### src/rtl/fetch_stage_pkg.sv
// Shared pipeline definitions for the instruction-fetch stage: control/IF-ID
// structures, next-pc select encodings and fetch FSM states.
package fetch_stage_pkg;

    typedef enum logic [1:0] {
        NEXT_PC_SEL_PC_4    = 2'd0,
        NEXT_PC_SEL_ALU_OUT = 2'd1
    } next_pc_sel_e;

    typedef enum logic [1:0] {
        FETCH_REQ  = 2'd0,
        FETCH_WAIT = 2'd1,
        FETCH_DROP = 2'd2
    } fetch_state_t;

    typedef struct packed {
        next_pc_sel_e next_pc_sel;
        logic         if_id_reg_stall;
        logic         if_id_reg_valid;
    } pipeline_if_ctrl_t;

    typedef struct packed {
        logic        valid;
        logic [31:0] pc;
        logic [31:0] instr;
    } pipeline_if_id_reg_t;

    function automatic pipeline_if_id_reg_t if_id_entry(logic valid, logic [31:0] pc,
                                                        logic [31:0] instr);
        pipeline_if_id_reg_t r;
        r.valid = valid;
        r.pc    = pc;
        r.instr = instr;
        return r;
    endfunction

endpackage

### src/rtl/fetch_stage_if.sv
// Instruction-memory request/response channel between the fetch stage and memory.
interface fetch_stage_if;
    logic        req_valid;
    logic        req_ready;
    logic [31:0] addr;
    logic        rsp_valid;
    logic [31:0] rsp_data;

    modport master (output req_valid, addr, input req_ready, rsp_valid, rsp_data);
    modport slave  (input req_valid, addr, output req_ready, rsp_valid, rsp_data);
endinterface

### src/rtl/fetch_skid_buf.sv
// One-entry holding slot for a fetched instruction that arrived while IF/ID was stalled.
module fetch_skid_buf (
    input  logic        clk_i,
    input  logic        reset_ni,
    input  logic        push,
    input  logic        pop,
    input  logic        clear,
    input  logic [31:0] push_pc,
    input  logic [31:0] push_instr,
    output logic        full,
    output logic [31:0] pc,
    output logic [31:0] instr
);

    always_ff @(posedge clk_i or negedge reset_ni) begin
        if (!reset_ni) begin
            full  <= 1'b0;
            pc    <= '0;
            instr <= '0;
        end else if (clear) begin
            full <= 1'b0;
        end else if (push) begin
            full  <= 1'b1;
            pc    <= push_pc;
            instr <= push_instr;
        end else if (pop) begin
            full <= 1'b0;
        end
    end

endmodule

### src/rtl/fetch_stage.sv
// Instruction-fetch stage: single-outstanding memory requests, redirect handling
// with stale-response dropping, and a skid slot so a stalled IF/ID loses nothing.
module fetch_stage
    import fetch_stage_pkg::*;
#(
    parameter logic [31:0] RESET_PC = 32'h0000_0000
) (
    input  logic                clk_i,
    input  logic                reset_ni,
    input  pipeline_if_ctrl_t   if_ctrl_i,
    input  logic [31:0]         alu_out_i,
    fetch_stage_if.master       imem,
    output pipeline_if_id_reg_t if_id_reg_o
);

    fetch_state_t state, state_nxt;
    logic [31:0]  pc, pc_nxt, pend_pc;
    logic [31:0]  redirect_pc, skid_pc, skid_instr;
    logic         redirect, stall, hs, rsp_wait;
    logic         skid_full, skid_push, skid_pop;

    assign redirect    = if_ctrl_i.next_pc_sel == NEXT_PC_SEL_ALU_OUT;
    assign redirect_pc = alu_out_i & ~32'h3;
    assign stall       = if_ctrl_i.if_id_reg_stall;

    // Gated by reset so no request is visible while reset is held.
    assign imem.req_valid = reset_ni && (state == FETCH_REQ) && !skid_full;
    assign imem.addr      = pc;
    assign hs             = imem.req_valid && imem.req_ready;
    assign rsp_wait       = (state == FETCH_WAIT) && imem.rsp_valid;

    assign skid_push = rsp_wait && stall && !redirect;
    assign skid_pop  = skid_full && !stall && !redirect;

    always_comb begin
        state_nxt = state;
        case (state)
            FETCH_REQ:  if (hs) state_nxt = redirect ? FETCH_DROP : FETCH_WAIT;
            FETCH_WAIT: begin
                if (imem.rsp_valid)  state_nxt = FETCH_REQ;
                else if (redirect)   state_nxt = FETCH_DROP;
            end
            FETCH_DROP: if (imem.rsp_valid) state_nxt = FETCH_REQ;
            default:    state_nxt = FETCH_REQ;
        endcase
    end

    // A redirect wins over pc+4 even when it coincides with a handshake.
    always_comb begin
        pc_nxt = pc;
        if (redirect)  pc_nxt = redirect_pc;
        else if (hs)   pc_nxt = pc + 32'd4;
    end

    always_ff @(posedge clk_i or negedge reset_ni) begin
        if (!reset_ni) begin
            state   <= FETCH_REQ;
            pc      <= RESET_PC;
            pend_pc <= '0;
        end else begin
            state <= state_nxt;
            pc    <= pc_nxt;
            if (hs) pend_pc <= pc;
        end
    end

    always_ff @(posedge clk_i or negedge reset_ni) begin
        if (!reset_ni) begin
            if_id_reg_o <= '0;
        end else if (redirect) begin
            if_id_reg_o.valid <= 1'b0;
        end else if (!stall) begin
            if (skid_full)
                if_id_reg_o <= if_id_entry(if_ctrl_i.if_id_reg_valid, skid_pc, skid_instr);
            else if (rsp_wait)
                if_id_reg_o <= if_id_entry(if_ctrl_i.if_id_reg_valid, pend_pc, imem.rsp_data);
            else
                if_id_reg_o.valid <= 1'b0;
        end
    end

    fetch_skid_buf u_skid (
        .clk_i      (clk_i),
        .reset_ni   (reset_ni),
        .push       (skid_push),
        .pop        (skid_pop),
        .clear      (redirect),
        .push_pc    (pend_pc),
        .push_instr (imem.rsp_data),
        .full       (skid_full),
        .pc         (skid_pc),
        .instr      (skid_instr)
    );

endmodule

### src/flat_wrapper.sv
// flat-port wrapper written by rule: the top's interface ports become plain ports
module fetch_stage_flat import fetch_stage_pkg::*;
#(
    parameter logic [31:0] RESET_PC = 32'h0000_0000
)
  (clk_i, reset_ni, if_ctrl_i, alu_out_i, if_id_reg_o, imem_req_valid, imem_addr, imem_req_ready, imem_rsp_valid, imem_rsp_data);
  fetch_stage_if imem_i ();
  input  logic clk_i;
  input  logic reset_ni;
  input  pipeline_if_ctrl_t if_ctrl_i;
  input  logic [31:0] alu_out_i;
  output pipeline_if_id_reg_t if_id_reg_o;
  output wire logic [$bits(imem_i.req_valid)-1:0] imem_req_valid;
  output wire logic [$bits(imem_i.addr)-1:0] imem_addr;
  input wire logic [$bits(imem_i.req_ready)-1:0] imem_req_ready;
  input wire logic [$bits(imem_i.rsp_valid)-1:0] imem_rsp_valid;
  input wire logic [$bits(imem_i.rsp_data)-1:0] imem_rsp_data;
  assign imem_req_valid = imem_i.req_valid;
  assign imem_addr = imem_i.addr;
  assign imem_i.req_ready = imem_req_ready;
  assign imem_i.rsp_valid = imem_rsp_valid;
  assign imem_i.rsp_data = imem_rsp_data;
  fetch_stage #(.RESET_PC(RESET_PC)) u_core (.clk_i(clk_i), .reset_ni(reset_ni), .if_ctrl_i(if_ctrl_i), .alu_out_i(alu_out_i), .imem(imem_i), .if_id_reg_o(if_id_reg_o));
endmodule
### config.mk
export PLATFORM = sky130hd
export DESIGN_NAME = fetch_stage_flat
export DESIGN_NICKNAME = d
export VERILOG_FILES = /design/src/rtl/fetch_stage_pkg.sv /design/src/rtl/fetch_stage_if.sv /design/src/rtl/fetch_skid_buf.sv /design/src/rtl/fetch_stage.sv /design/src/flat_wrapper.sv
export SDC_FILE = /design/constraint.sdc
export NUM_CORES = 1
export LEC_CHECK = 0
export ABC_AREA = 1
export CAP_MARGIN = 20
export CORE_MARGIN = 4
export CORE_UTILIZATION = 52
export DETAILED_ROUTE_END_ITERATION = 7
export PLACE_DENSITY = 0.83
export SLEW_MARGIN = 10
export SYNTH_ARGS = -nofsm -noshare
export SYNTH_HDL_FRONTEND = slang
export SYNTH_SLANG_ARGS = --single-unit
### constraint.sdc
create_clock -name clk_i -period 2 [get_ports clk_i]
set_input_delay 0.4 -clock clk_i [delete_from_list [all_inputs] [get_ports clk_i]]
set_output_delay 0.4 -clock clk_i [all_outputs]
set_load 0.005 [all_outputs]
==> flow_metrics.tcl <==
set metrics [dict create \
    outcome "completed" \
    fin_ws_ps 33.5 \
    fin_area_um2 11100 \
    drc 0 \
    start_kind "input pin" \
    min_path_type "input pin to asynchronous set/reset pin" \
    seq_area_um2 4710 \
    cp.arrival_ps 1570 \
    pwr-share-comb_pct 30.1 \
    finalPower_mw 13.7 \
    yosysWarnings 0 \
    setup_viol 0 \
    dpl.cell_count 1321 \
    max-slew-margin-rel_pct 49.3 \
    finClkSkew_ps 12.6 \
    crit_cells 5 \
    hold_violations 0 \
    min_period_ps 1970 \
    cts_tree "yes" \
    nFillCells 1236 \
    drtIter0Drc 331 \
    cts_buffers 17 \
    layout_commonest_cell "nand2_1" \
    cp_max_fo 5 \
    drive_above_1_share_pct 6.24 \
    grt_pass1_wl_um 34700 \
    rows 46 \
    cp_top_family "buffers and inverters" \
    mostFrequentLayoutCells "nand2_1 (295), dfrtp_1 (187), clkdlybuf4s50_1 (161)" \
    cts_max_level 4 \
    clkPwrFrac_pct 23.2 \
    max_freq_mhz 509 \
    required_ps 1600 \
    max-vdd-ir-drop_v 0.000658 \
    tightest_slew_ps 760 \
    fin_crit_sh_pct 98.3 \
    clockRootBuffer "clkbuf_16" \
    gr-total-overflow 0 \
    grt_antenna_before_repair 0 \
    dpl_cell_area_um2 10500 \
    synth_cell_types 34 \
    path_clk_slew_ps 60 \
    n_antenna_cell 0 \
    ios 170 \
    wl_per_cell_um 15.9 \
    cts_max_path_buffers 2 \
    finalWeightedCongestion 0.876 \
    dieHeight_um 137 \
    port_buffers 163 \
    rsz0062_at_grt "no" \
    ant_nets 0 \
    insertion_delay_ps 430 \
    first_global_vias 6906 \
    final_nets 1200 \
    p_leak_nw 4.94 \
    report.final.slew_viol_count 0 \
    grt_max_degree 150 \
    max_cap_viol_count 0 \
    routed_via_density 5.30 \
    routed-via-count 7165 \
    dp_hpwl_um 15100 \
    criticalPathCategory "input pin to output port" \
    ys_ff_latch 188 \
    final_cells 1353 \
    dieArea_um2 18700 \
    finalCoreUtilization_pct 69.0 \
    wirelength_um 21500 \
    seq_area_frac_synth_pct 54.6 \
    area_growth_pct 28.5 \
    cp-end-kind "output port" \
    dieWidth_um 137 \
    powerDensity_nw_per_um2 1240 \
    synth_area_um2 8620 \
    p_int_mw 9.50 \
    dr.pass1.iters 4 \
    initial_utilization_pct 53.7 \
    coreArea_um2 16100 \
    path_cells "dlygate4sd3_1, clkbuf_8, nand2_1, nor2_1, clkdlybuf4s15_1" \
    cts_sinks 188 \
    p_switching_mw 4.18 \
    track_usage_pct 23.6 \
    crit_path_top_delay_cell "dlygate4sd3_1" \
    r2r_cells 9 \
    avgSynthCellArea_um2 8.89 \
    synth_cells 970 \
    post-place-ws_ps -21.2 \
    max_stage_delay_ps 590 \
    swShare_pct 30.6 \
    power_frac_seq_pct 46.6 \
    multi_input_area_um2 3440 \
    path_buf_inv 3 \
]
## cells in the mapped netlist, drive strengths merged
master / count / area (µm²)
a21oi: 9 / 45.0
dfrtp: 188 / 4700
nand3b: 1 / 7.51
inv: 51 / 191
xor2: 2 / 17.5
buf: 36 / 241
a31oi: 63 / 394
clkbuf: 17 / 63.8
o21ai: 41 / 205
xnor2: 1 / 8.76
o22ai: 1 / 6.26
nand4: 5 / 46.3
o21bai: 1 / 7.51
nor3: 1 / 5.00
ha: 1 / 12.5
nand3: 46 / 230
conb: 1 / 3.75
mux2: 61 / 687
nor2: 139 / 561
o211ai: 5 / 37.5
a211o: 1 / 8.76
nor4: 1 / 6.26
nand2: 298 / 1130
## metal layers
layer / vias up / global-route usage, % / share of wire, %
met3: 23 / 5.33 / 7.8
met1: 3417 / 32.6 / 45
met5: - / 0 / 0
li1: 3480 / - / -
met2: 245 / 38.0 / 46
met4: 0 / 6.27 / 1.3
## power groups by stage
stage / Clock, mW / Sequential (mW) / Combinational [mW]
floorplan: 0 / 6.24 / 1.84
global placement: 0 / 6.35 / 4.00
detailed placement: 0 / 6.43 / 4.15
CTS: 3.22 / 6.37 / 4.19
global route: 3.38 / 6.60 / 4.58
finish: 3.18 / 6.38 / 4.13
## flip-flops by register name (all words and copies together) (netlist names)
name / cells
u_core.pend_pc: 30
u_core.if_id_reg_o: 63
u_core.imem.addr: 30
u_core.u_skid.full: 1
u_core.state: 2
u_core.u_skid.instr: 32
u_core.u_skid.pc: 30
## layout make-up
| class | instances | area share [%] |
|---|---|---|
| Clock buffer | 19 | 4.09 |
| Clock inverter | 10 | 0.858 |
| Inverter | 51 | 1.74 |
| Multi-Input combinational cell | 681 | 31.0 |
| Sequential cell | 188 | 42.5 |
| Tap cell | 216 | 2.44 |
| Timing Repair Buffer | 188 | 17.4 |
## cell families after synthesis
group	Yosys count	share of synthesized area [%]
compound gates	121	8.17
mux	61	7.97
xor+xnor	3	0.305
other cells	1	0.0435
flops	188	54.6
simple gates	491	23.0
buf+inv	104	5.76
fa+ha+maj	1	0.145
## final timing paths
check                                startpoint  slack, ps                      to
hold / removal                         reset_ni        420      u_core.u_skid.full
min in group clk_i         u_core.u_skid.pc[12]        490    u_core.u_skid.pc[12]
hold reg to reg            u_core.u_skid.pc[12]        490    u_core.u_skid.pc[12]
setup reg to reg            u_core.imem.addr[4]        180    u_core.imem.addr[31]
setup / recovery                       reset_ni         30          imem_req_valid
max in group asynchronous              reset_ni        650  u_core.if_id_reg_o[11]
## timing repair
| item | 4_1_cts | 5_1_grt |
|---|---|---|
| endpoints found under the setup margin | 1 | 1 |
| hold buffers | 1 | 0 |
| setup buffers | 2 | 0 |
| resized for setup | 2 | 1 |
| hold endpoints to repair | 1 | 0 |
## per-stage QoR
step,TNS (ps),hold slack (ps)
finish,0,425
global placement,0,220
CTS,0,376
floorplan,0,104
detailed placement,-251,220
global route,0,406
No activity file was read; power rests on OpenSTA's default activity.
